### src/rtl/vend_latch_driver.sv
// Vending control: coin credit, then dispense/change SR latch drive.
// Ports: clock/reset; coin_valid/coin_value/cancel in; disp_q/chg_q
// latch acks in; disp_/chg_ set/reset pulses, credit, change_amount,
// coin_reject, busy, fault out. All outputs registered.
module vend_latch_driver #(
  parameter int PRICE       = 15,
  parameter int MAX_CREDIT  = 40,
  parameter int CREDIT_W    = 6,
  parameter int HOLD_CYCLES = 4,
  parameter int ACK_TIMEOUT = 8
) (
  input  logic                clock,
  input  logic                reset,
  input  logic                coin_valid,
  input  logic [1:0]          coin_value,
  input  logic                cancel,
  input  logic                disp_q,
  input  logic                chg_q,
  output logic                disp_set,
  output logic                disp_reset,
  output logic                chg_set,
  output logic                chg_reset,
  output logic [CREDIT_W-1:0] credit,
  output logic [CREDIT_W-1:0] change_amount,
  output logic                coin_reject,
  output logic                busy,
  output logic                fault
);

  typedef enum logic [2:0] {
    ACCUM, D_SET, D_HOLD, D_CLR,
    C_SET, C_HOLD, C_CLR, FAULT
  } state_t;

  localparam int TMAX = (HOLD_CYCLES > ACK_TIMEOUT) ?
                        HOLD_CYCLES : ACK_TIMEOUT;
  localparam int TW   = $clog2(TMAX + 1);

  localparam logic [CREDIT_W-1:0] PRICE_C = CREDIT_W'(PRICE);
  localparam logic [CREDIT_W:0]   MAXC_C  = (CREDIT_W+1)'(MAX_CREDIT);
  localparam logic [TW-1:0]       ACK_END = TW'(ACK_TIMEOUT - 1);
  localparam logic [TW-1:0]       HLD_END = TW'(HOLD_CYCLES - 1);

  state_t              state_q, state_d;
  logic [CREDIT_W-1:0] credit_q, credit_d;
  logic [CREDIT_W-1:0] chg_amt_q, chg_amt_d;
  logic [TW-1:0]       tmr_q, tmr_d;

  logic disp_set_q, disp_set_d;
  logic disp_rst_q, disp_rst_d;
  logic chg_set_q, chg_set_d;
  logic chg_rst_q, chg_rst_d;
  logic reject_q, reject_d;
  logic busy_q, busy_d;
  logic fault_q, fault_d;

  logic [CREDIT_W:0] coin_amt;
  logic [CREDIT_W:0] sum;
  logic              coin_ok;
  logic              coin_acc;
  logic              ack_late;
  logic              hold_done;
  logic              enter_fault;

  always_comb begin
    coin_amt = '0;
    coin_ok  = 1'b1;
    case (coin_value)
      2'b00:   coin_amt = (CREDIT_W+1)'(5);
      2'b01:   coin_amt = (CREDIT_W+1)'(10);
      2'b10:   coin_amt = (CREDIT_W+1)'(25);
      default: coin_ok  = 1'b0;
    endcase
  end

  // One extra bit so the overflow test cannot wrap.
  assign sum       = {1'b0, credit_q} + coin_amt;
  // tmr_q is 0 in the pulse cycle, so expiry lands ACK_TIMEOUT
  // cycles after the pulse.
  assign ack_late  = (tmr_q == ACK_END);
  assign hold_done = (tmr_q == HLD_END);

  always_ff @(posedge clock or posedge reset) begin
    if (reset) begin
      state_q    <= ACCUM;
      credit_q   <= '0;
      chg_amt_q  <= '0;
      tmr_q      <= '0;
      disp_set_q <= 1'b0;
      disp_rst_q <= 1'b0;
      chg_set_q  <= 1'b0;
      chg_rst_q  <= 1'b0;
      reject_q   <= 1'b0;
      busy_q     <= 1'b0;
      fault_q    <= 1'b0;
    end else begin
      state_q    <= state_d;
      credit_q   <= credit_d;
      chg_amt_q  <= chg_amt_d;
      tmr_q      <= tmr_d;
      disp_set_q <= disp_set_d;
      disp_rst_q <= disp_rst_d;
      chg_set_q  <= chg_set_d;
      chg_rst_q  <= chg_rst_d;
      reject_q   <= reject_d;
      busy_q     <= busy_d;
      fault_q    <= fault_d;
    end
  end

  always_comb begin
    state_d   = state_q;
    credit_d  = credit_q;
    chg_amt_d = chg_amt_q;
    tmr_d     = tmr_q + 1'b1;
    coin_acc  = 1'b0;
    unique case (state_q)
      ACCUM: begin
        tmr_d = '0;
        // A reached price is served before cancel or a new coin.
        if (credit_q >= PRICE_C) begin
          state_d   = D_SET;
          chg_amt_d = credit_q - PRICE_C;
          credit_d  = '0;
        end else if (cancel && credit_q != '0) begin
          state_d   = C_SET;
          chg_amt_d = credit_q;
          credit_d  = '0;
        end else if (coin_valid && !cancel &&
                     coin_ok && sum <= MAXC_C) begin
          coin_acc = 1'b1;
          credit_d = sum[CREDIT_W-1:0];
        end
      end
      D_SET: begin
        if (disp_q) begin
          state_d = D_HOLD;
          tmr_d   = '0;
        end else if (ack_late) begin
          state_d = FAULT;
        end
      end
      D_HOLD: begin
        if (hold_done) begin
          state_d = D_CLR;
          tmr_d   = '0;
        end
      end
      D_CLR: begin
        if (!disp_q) begin
          tmr_d   = '0;
          state_d = (chg_amt_q != '0) ? C_SET : ACCUM;
        end else if (ack_late) begin
          state_d = FAULT;
        end
      end
      C_SET: begin
        if (chg_q) begin
          state_d = C_HOLD;
          tmr_d   = '0;
        end else if (ack_late) begin
          state_d = FAULT;
        end
      end
      C_HOLD: begin
        if (hold_done) begin
          state_d = C_CLR;
          tmr_d   = '0;
        end
      end
      C_CLR: begin
        if (!chg_q) begin
          state_d   = ACCUM;
          chg_amt_d = '0;
          tmr_d     = '0;
        end else if (ack_late) begin
          state_d = FAULT;
        end
      end
      FAULT:   tmr_d   = tmr_q;
      default: state_d = FAULT;
    endcase
  end

  // Pulses fire on entry to a command state, so each is one cycle.
  always_comb begin
    enter_fault = (state_d == FAULT) && (state_q != FAULT);
    disp_set_d  = (state_d == D_SET) && (state_q != D_SET);
    disp_rst_d  = ((state_d == D_CLR) && (state_q != D_CLR)) ||
                  enter_fault;
    chg_set_d   = (state_d == C_SET) && (state_q != C_SET);
    chg_rst_d   = ((state_d == C_CLR) && (state_q != C_CLR)) ||
                  enter_fault;
    reject_d    = coin_valid && !coin_acc;
    busy_d      = (state_d != ACCUM);
    fault_d     = (state_d == FAULT);
  end

  assign disp_set      = disp_set_q;
  assign disp_reset    = disp_rst_q;
  assign chg_set       = chg_set_q;
  assign chg_reset     = chg_rst_q;
  assign credit        = credit_q;
  assign change_amount = chg_amt_q;
  assign coin_reject   = reject_q;
  assign busy          = busy_q;
  assign fault         = fault_q;

endmodule

### config.mk
export PLATFORM = sky130hd
export DESIGN_NAME = vend_latch_driver
export DESIGN_NICKNAME = d
export VERILOG_FILES = /design/src/rtl/vend_latch_driver.sv
export SDC_FILE = /design/constraint.sdc
export NUM_CORES = 1
export LEC_CHECK = 0
export CAP_MARGIN = 20
export CORE_ASPECT_RATIO = 1.1
export CORE_MARGIN = 3
export CORE_UTILIZATION = 45
export DETAILED_ROUTE_END_ITERATION = 6
export PLACE_DENSITY = 0.78
export SYNTH_ARGS = -nofsm -noshare
export SYNTH_HDL_FRONTEND = slang
export SYNTH_SLANG_ARGS = --single-unit
### constraint.sdc
create_clock -name clock -period 4.6 [get_ports clock]
set_clock_uncertainty 0.1 [all_clocks]
set_input_delay 0.46 -clock clock [delete_from_list [all_inputs] [get_ports clock]]
set_output_delay 0.46 -clock clock [all_outputs]
set_load 0.02 [all_outputs]
==> qor.txt <==
Status - completed
Syn. warnings - 0
Worst-path fanout max - 6
Setup repair after global routing missed its margin - no
Leakage - 0.941 nW
Final Hold Slack - 413 ps
Nets@finish - 240
WS Path Type - primary input to flop
Port Buffers - 26
CP Data Arrival Time - 2860 ps
Final period util - 60.7%
Worst-Skew Late Latency - 280 ps
Initial Util - 48.1%
Worst Max-Slew Pin Slew - 607 ps
I/O pin cnt - 27
Synth top area share - 35.9%
CP Data Required Time - 4670 ps
Initial antenna violation count - 0
Max clock buf depth - 2
Total CTS buffers - 3
Routed Antenna Nets - 0
Vias per inst - 5.77
Max-cap violation count - 0
Final min period - 2790 ps
Routed wire length per instance - 14.6 um
Post-synthesis xor/xnor area fraction - 0.966%
Synth Flop Type - dfrtp_1
Routability congestion estimate - 0.787
Avg Synthesized Cell Area - 9.30 um^2
Synthesized-area fraction occupied by adder cells - 9.38%
Sequential cell area fraction in the yosys report - 35.9%
Critical Path End Type - flop
Max VDD drop - 0.259 mV
Post-Syn Instances - 195
Post-DP Area - 0.00209 mm^2
Die Span Y - 72.6 um
DR iter-0 viols - 78
CTS tree - built
Syn Nets - 216
HPWL Detailed - 2850 um
GRT Util Overall - 18.5%
Largest family of logic cells by synthesized area - simple AND/OR/NAND/NOR gates
Fin util - 57.6%
DRC - 0
Vias in the first global route - 1,529
Total power - 1.33 mW
Drt first pass iters - 4
Distinct cells, synth - 53
Dominant cells by area after synthesis - dfrtp_1 (36%), ha_1 (8.3%), nand3_1 (3.3%)
First-pass GRT wire length - 7040 um
Root Driver - clkbuf_8
PwrDens - 613 mW/mm^2
Grt total ovfl - 0
Synth Area in Simple Gates - 23.8%
Die area - 0.00483 mm^2
Largest net degree at the start of global routing - 27
Core area - 0.00377 mm^2
Worst Setup Start Kind - primary input
Max_slew headroom - 59.5%
CTS H-tree lvls - 1
Synth Area in Compound Gates - 23.6%
Share of cells above drive strength 1 - 9.17%
Die W - 66.5 um
Cts hold-fix bufs - 0
Post-CTS sizing - 0
WL final - 3900 um
Most frequent cells in the layout - dfrtp_1 (26), clkdlybuf4s50_1 (26), nand2_1 (15)
Final Hold Viols - 0
Setup TNS - 0 ps
Multiplexer share of the synthesized area - 1.10%
Worst hold path class - primary input to async pin
Final Setup Violations - 0
Seq cells post-synth - 26
Synth Cell Area - 0.00181 mm^2
Area added between synthesis and finish - 19.7%
Post-synth top area cell - dfrtp_1
DR vias - 1,547
Worst-path clk slew - 90 ps
Post-synth EDFFs - 0
Post-CTS Setup Bufs - 0
Slew Limit Fails - 0
Fmax - 358 MHz
Final instance area - 0.00217 mm^2
N_diodes - 0
Row count - 23
Clock sinks - 26
Ys async rst share - 100%
cell type report:
class | instances | area [um^2]
multi-input combinational | 149 | 1070
inverter | 12 | 45.0
tap | 50 | 62.6
clock inverter | 1 | 30.0
timing repair buffer | 27 | 275
fill | 332 | 1600
clock buffer | 3 | 41.3
sequential | 26 | 651
worst max-delay path, cell delays in order:
cell and delay, ps:
clkdlybuf4s50_1 510, inv_1 90, ha_1 300, ha_1 340
a21oi_1 260, o22ai_1 130, or3_1 330, o211ai_2 100
a31oi_2 150, a22o_1 200
stage by stage:
step	std cells	setup WS, ps
final	268	1810
after global routing	268	1600
after CTS	267	1820
after detailed placement	263	1520
after global placement	263	1600
after floorplan	195	2130
kinds of logic (layout without fill, tap and decap cells):
family,after synthesis,after routing
adders and majority gates,13,13
DFF,26,26
xor gates and xnor gates,2,2
muxes,2,2
buffers and inverters,20,43
AOI/OAI and AO/OA,57,57
and+or+nand+nor,75,75
registers in the layout, summed over array words and instances, names as in the netlist:
signal,count
credit,6
disp_reset,1
state_q,3
tmr_q,4
fault,1
change_amount,6
coin_reject,1
busy,1
chg_set,1
disp_set,1
chg_reset,1
synthesized netlist by cell type (2+ instances only):
cell,instances
inv_1,11
o22ai_1,4
nor2b_1,4
nor2_1,12
a21oi_1,11
dfrtp_1,26
a22oi_1,2
or3_1,4
o21ai_1,4
nor4b_1,4
a22o_1,5
nor3_1,4
buf_4,2
ha_1,12
mux2i_1,2
buf_2,5
o31a_1,2
nand4_1,2
nand2b_1,3
nand2_1,15
o31ai_1,4
nor3b_1,3
o21ai_0,10
and2_1,2
a32oi_1,3
nand3_1,12
per-layer routing:
metal | track usage [%] | wire length, um
met5 | 0 | 0
met4 | 7.45 | 65
met1 | 23.3 | 1700
met2 | 32.5 | 2030
met3 | 1.39 | 107
power by group:
group	internal (mW)	total, mW	switching [mW]
logic	0.312	0.697	0.384
registers	0.303	0.443	0.140
clock network	0.117	0.191	0.0749
total	0.732	1.33	0.599
path summary, 6_finish.rpt:
| kind | from | to | slack, ps | cells past startpoint |
|---|---|---|---|---|
| min in group clock | tmr_q[0] | tmr_q[0] | 420 | 1 |
| worst min-delay path | reset | disp_reset | 410 | 2 |
| worst min register to register | tmr_q[0] | tmr_q[0] | 420 | 1 |
| worst max-delay path | coin_value[0] | credit[1] | 1810 | 10 |
| worst max register to register | credit[0] | credit[1] | 2250 | 8 |
| max in group asynchronous | reset | credit[1] | 3500 | 3 |
Note: power is estimated with default switching activity, not from simulation.
